## src/rtl/issue_select.sv

```systemverilog
// Issue select stage: picks up to N ready reservation-station entries per
// cycle in round-robin order, bounded by per-FU-class slot budgets. The grant
// vector goes back to the RS combinationally; the chosen packets are
// registered into the issue->execute register.

package issue_select_pkg;
  localparam int B_MASK_W = 4;
  localparam int SQ_W     = 4;
  localparam int TAG_W    = 8;

  localparam logic [1:0] FU_ALU  = 2'd0;
  localparam logic [1:0] FU_MULT = 2'd1;
  localparam logic [1:0] FU_MEM  = 2'd2;
  localparam logic [1:0] FU_BR   = 2'd3;

  typedef struct packed {
    logic [TAG_W-1:0]    tag;
    logic                Source1_ready;
    logic                Source2_ready;
    logic [1:0]          fu_type;
    logic [SQ_W-1:0]     sq_mask;
    logic [B_MASK_W-1:0] b_mask;
  } RS_PACKET;
endpackage

module issue_select
  import issue_select_pkg::*;
#(
  parameter int RS_SZ    = 8,
  parameter int N        = 2,
  parameter int NUM_FU_T = 4,
  parameter int PTR_W    = $clog2(RS_SZ)
) (
  input  logic                  clock,
  input  logic                  reset,
  input  RS_PACKET [RS_SZ-1:0]  rs_data_next,
  input  logic [RS_SZ-1:0]      rs_valid_issue,
  input  logic [NUM_FU_T*2-1:0] fu_slots,
  input  logic [B_MASK_W-1:0]   b_mm_resolve,
  input  logic                  b_mm_mispred,
  output logic [RS_SZ-1:0]      rs_data_issuing,
  output RS_PACKET [N-1:0]      is_packets,
  output logic [N-1:0]          is_valid
);

  logic [PTR_W-1:0] r_rr_ptr;
  RS_PACKET [N-1:0] r_is_packets;
  logic [N-1:0]     r_is_valid;

  logic [RS_SZ-1:0] w_ready;
  logic [RS_SZ-1:0] w_grant;
  logic [PTR_W-1:0] w_slot_idx [N];
  logic [N-1:0]     w_slot_vld;
  logic             w_any;
  logic [PTR_W-1:0] w_rr_next;
  RS_PACKET [N-1:0] w_pkt_next;
  logic [N-1:0]     w_vld_next;

  // Per-entry readiness: valid, both sources ready, memory ops wait for an empty sq_mask
  always_comb begin
    w_ready = '0;
    for (int j = 0; j < RS_SZ; j++) begin
      if (rs_valid_issue[j] && rs_data_next[j].Source1_ready && rs_data_next[j].Source2_ready &&
          ((rs_data_next[j].fu_type != FU_MEM) || (rs_data_next[j].sq_mask == '0))) begin
        w_ready[j] = 1'b1;
      end else begin
        w_ready[j] = 1'b0;
      end
    end
  end

  // Round-robin scan from r_rr_ptr, granting under the total and per-class budgets
  always_comb begin
    int         total;
    int         last;
    int         idx;
    int         cls_cnt [NUM_FU_T];
    logic [PTR_W-1:0] j;
    logic [1:0] cls;
    w_grant    = '0;
    w_slot_vld = '0;
    w_any      = 1'b0;
    w_rr_next  = r_rr_ptr;
    total      = 0;
    last       = 0;
    idx        = 0;
    j          = '0;
    cls        = 2'd0;
    for (int s = 0; s < N; s++) begin
      w_slot_idx[s] = '0;
    end
    for (int c = 0; c < NUM_FU_T; c++) begin
      cls_cnt[c] = 0;
    end
    for (int k = 0; k < RS_SZ; k++) begin
      idx = (int'(r_rr_ptr) + k) % RS_SZ;
      j   = PTR_W'(idx);
      cls = rs_data_next[j].fu_type;
      if (w_ready[j] && (total < N) && (cls_cnt[cls] < int'(fu_slots[{cls, 1'b0} +: 2]))) begin
        w_grant[j] = 1'b1;
        for (int s = 0; s < N; s++) begin
          if (s == total) begin
            w_slot_idx[s] = j;
            w_slot_vld[s] = 1'b1;
          end else begin
            w_slot_vld[s] = w_slot_vld[s];
          end
        end
        cls_cnt[cls] = cls_cnt[cls] + 1;
        total        = total + 1;
        last         = idx;
        w_any        = 1'b1;
      end else begin
        w_grant[j] = 1'b0;
      end
    end
    if (w_any) begin
      w_rr_next = PTR_W'((last + 1) % RS_SZ);
    end else begin
      w_rr_next = r_rr_ptr;
    end
  end

  // Next issue-register image: fresh grants load as-is; leftover slots go
  // invalid, and their stale packet is zeroed on a mispredict or has the
  // resolved branch bit cleared otherwise
  always_comb begin
    w_pkt_next = r_is_packets;
    w_vld_next = '0;
    for (int s = 0; s < N; s++) begin
      if (w_slot_vld[s]) begin
        w_pkt_next[s] = rs_data_next[w_slot_idx[s]];
        w_vld_next[s] = 1'b1;
      end else if (b_mm_mispred && ((r_is_packets[s].b_mask & b_mm_resolve) != '0)) begin
        w_pkt_next[s] = '0;
        w_vld_next[s] = 1'b0;
      end else begin
        w_pkt_next[s].b_mask = r_is_packets[s].b_mask & ~b_mm_resolve;
        w_vld_next[s]        = 1'b0;
      end
    end
  end

  // Pointer and issue register update; reset discards everything in flight
  always_ff @(posedge clock) begin
    if (reset) begin
      r_rr_ptr     <= '0;
      r_is_packets <= '0;
      r_is_valid   <= '0;
    end else begin
      r_rr_ptr     <= w_rr_next;
      r_is_packets <= w_pkt_next;
      r_is_valid   <= w_vld_next;
    end
  end

  assign rs_data_issuing = w_grant;
  assign is_packets      = r_is_packets;
  assign is_valid        = r_is_valid;

endmodule
```

## config.mk

```make
export PLATFORM = sky130hd
export DESIGN_NAME = issue_select
export DESIGN_NICKNAME = d
export VERILOG_FILES = /design/src/rtl/issue_select.sv
export SDC_FILE = /design/constraint.sdc
export NUM_CORES = 1
export LEC_CHECK = 0
export CORE_ASPECT_RATIO = 2
export CORE_MARGIN = 10
export CORE_UTILIZATION = 40
export DETAILED_ROUTE_END_ITERATION = 8
export PLACE_DENSITY = 0.7
export RECOVER_POWER = 25
export SETUP_SLACK_MARGIN = 0.05
export SLEW_MARGIN = 10
export SYNTH_ARGS = -nofsm -noshare
export SYNTH_HDL_FRONTEND = slang
export SYNTH_SLANG_ARGS = --single-unit
```

## constraint.sdc

```tcl
create_clock -name clock -period 54.8 [get_ports clock]
set_input_delay 8.22 -clock clock [delete_from_list [all_inputs] [get_ports clock]]
set_output_delay 8.22 -clock clock [all_outputs]
set_load 0.005 [all_outputs]
```

==> impl_results.md <==
- Startpoint type of the worst setup path: input port
- Clock Skew: 5.47 ps
- Gate Count Post-Synth: 1511
- Share of layout cells above drive strength 1: 0.108
- Nets: 1884
- Period utilization: 0.613
- FILL cells: 2724
- Post-synth EDFFs: 0
- H-tree levels: 2
- Least-Margin Pin Slew: 1340 ps
- Unrepaired setup endpoints after global routing: no
- Pin count of the biggest net entering global routing: 63
- Final wirelength: 55000 um
- Placer congestion estimate: 0.985
- Setup violations, final: 0
- Endpoints failing hold: 0
- Main synth FF type: dfxtp_1
- Post-CTS Resized: 0
- Area grow syn2layout: 24.4%
- IO buf count: 232
- Routed length per placed instance: 27.3 um
- Max-slew violation count: 0
- Seq cells post-synth: 45
- First-pass GRT wire length: 81400 um
- Crit path DAT: 25370 ps
- Netlist cell types: 109
- Die Height: 254 um
- Starting Density: 0.407
- Hold crit path type: reg2reg
- Longest Clk Path Bufs: 2
- Cell Rows: 85
- Via density: 6.68
- Highest Clock Rate: 29.8 MHz
- # DRC: 0
- Syn nets: 1728
- Clk_lat worst skew: 310 ps
- Ys Warns: 0
- Initial antenna violation count: 1
- Status: finished clean
- Vias in the first global route: 13.7k
- GRT Overall Usage: 0.303
- Postcts setup bufs: 0
- Setup CP Type: in2out
- Clk sinks: 45
- Sum of negative setup slack: 0 ps
- Die area: 34900 um2
- Die width: 137 um
- Asr flop ratio synth: 0
- Multi-input gate area: 9450 um2
- Max incr delay on CP: 1100 ps
- IO Pins: 233
- Crit-path slowest cell: nor4_1
- Reg area: 902 um2
- Max cap viols: 0
- Relative slew margins: 0.100
- Antenna-violating nets left: 0
- CP max FO: 21
- Mean Syn Cell Area: 7.28 um2
- Clk slew on worst S/H paths: 70 ps
- Syn Std Cell Area: 11000 um2
- Drt pass-1 iters: 6
- Crit path time final: 33590 ps
- Hpwl dp: 43000 um
- Vias: 13.5k
- Sequential share of the synthesized area: 0.0819
- Cts hold-fix bufs: 0
- Critical Path Sink Type: primary output
- Core area: 27000 um2
- DRT iter0 DRCs: 1348
- CTS tree: done
- Total gr overflow: 0
- Critical Path RT: 46580 ps
- Clk root buf: clkbuf_16
- Total CTS buffers: 5
cell families after synthesis:
| kind of cell | Yosys count | synth area share |
|---|---|---|
| and+or+nand+nor | 601 | 0.260 |
| AOI/OAI and AO/OA | 452 | 0.312 |
| muxes | 209 | 0.233 |
| buffers and inverters | 155 | 0.0621 |
| DFF | 45 | 0.0819 |
| adders and majority gates | 34 | 0.0394 |
| xor gates and xnor gates | 15 | 0.0119 |
layout make-up:
type | instances | share of cell area
clock buffers | 7 | 0.0104
flip-flops and latches | 45 | 0.0660
repair buffers | 262 | 0.186
well taps | 348 | 0.0318
diodes | 2 | 0.000366
inverters | 42 | 0.0115
multi-input cells | 1311 | 0.691
clock inverters | 1 | 0.00220
worst max-delay path: cells and delay by family:
kind | cells | cell delay [ps]
AO/OA/AOI/OAI | 28 | 6330
AND/OR/NAND/NOR | 19 | 4920
multiplexers | 9 | 2400
buffers and inverters | 7 | 1860
adder cells (fa/ha/maj) | 6 | 1630
synthesized netlist by cell type (9+ instances only):
cell | instances | share of area
nor2b_1 | 18 | 0.010
nand2_1 | 274 | 0.094
a32oi_1 | 23 | 0.018
nor4_1 | 17 | 0.0097
a21oi_1 | 70 | 0.032
nand3_1 | 72 | 0.033
nand2b_1 | 23 | 0.013
nand4_1 | 12 | 0.0068
buf_4 | 14 | 0.0096
a211oi_1 | 22 | 0.015
o31ai_1 | 17 | 0.012
nor2_1 | 89 | 0.030
xnor2_1 | 11 | 0.0088
and2_1 | 13 | 0.0074
a31oi_1 | 26 | 0.015
ha_1 | 33 | 0.038
mux4_2 | 31 | 0.063
o2111ai_1 | 16 | 0.013
buf_2 | 30 | 0.014
a2111oi_0 | 9 | 0.0072
a21o_1 | 10 | 0.0068
nor3_1 | 17 | 0.0077
mux2i_1 | 125 | 0.11
or2_2 | 14 | 0.0080
clkbuf_1 | 58 | 0.020
a32o_1 | 26 | 0.024
and3_1 | 11 | 0.0063
mux2_2 | 47 | 0.048
o211ai_1 | 19 | 0.013
o21a_1 | 11 | 0.0075
a22oi_1 | 18 | 0.012
dfxtp_1 | 45 | 0.082
o21ai_0 | 77 | 0.035
inv_1 | 40 | 0.014
worst paths after layout:
check | slack [ps] | endpoint | cells past startpoint | from
max reg2reg | 34950 | is_packets[24] | 71 | r_rr_ptr[1]
min | 450 | is_packets[10] | 2 | is_packets[10]
min reg2reg | 450 | is_packets[10] | 2 | is_packets[10]
max | 21210 | rs_data_issuing[7] | 69 | rs_data_next[147]
metal layers:
metal	track usage	part of all wire	wire length (um)
met2	0.566	0.52	28800
met1	0.273	0.31	17200
met5	0	0	0
met3	0.0526	0.070	3880
met4	0.252	0.094	5170
flip-flops by register name, indices dropped and copies added, names as in the netlist:
signal	cells
is_packets	40
is_valid	2
r_rr_ptr	3
through the flow:
step                      instances  area [um2]  setup WS, ps  hold WS (ps)   util
after global routing           2017       13700         20300           470  0.506
after global placement         2008       13500         22200           438  0.500
after CTS                      2016       13700         21720           451  0.506
final                          2018       13700         21210           449  0.506
after floorplan                1511       11000         24540           445      -
after detailed placement       2008       13500         21800           441  0.500
placed cells by master (no fill, tap or decap), types with 19 or more instances in the layout:
cell	Yosys	layout
nand3_1	72	72
mux2_2	47	47
inv_1	40	40
mux2i_1	125	122
ha_1	33	33
a211oi_1	22	22
mux4_2	31	31
a21oi_1	70	69
dlygate4sd3_1	0	23
a32o_1	26	26
dfxtp_1	45	44
o21ai_0	77	76
nand2b_1	23	23
clkdlybuf4s50_1	0	209
a31oi_1	26	26
o211ai_1	19	19
nand2_1	274	274
a32oi_1	23	23
nor2_1	89	89
buf_4	14	30
Power is not shown: default switching activity piles up to over one toggle a cycle in this logic, so the estimate is an artifact.
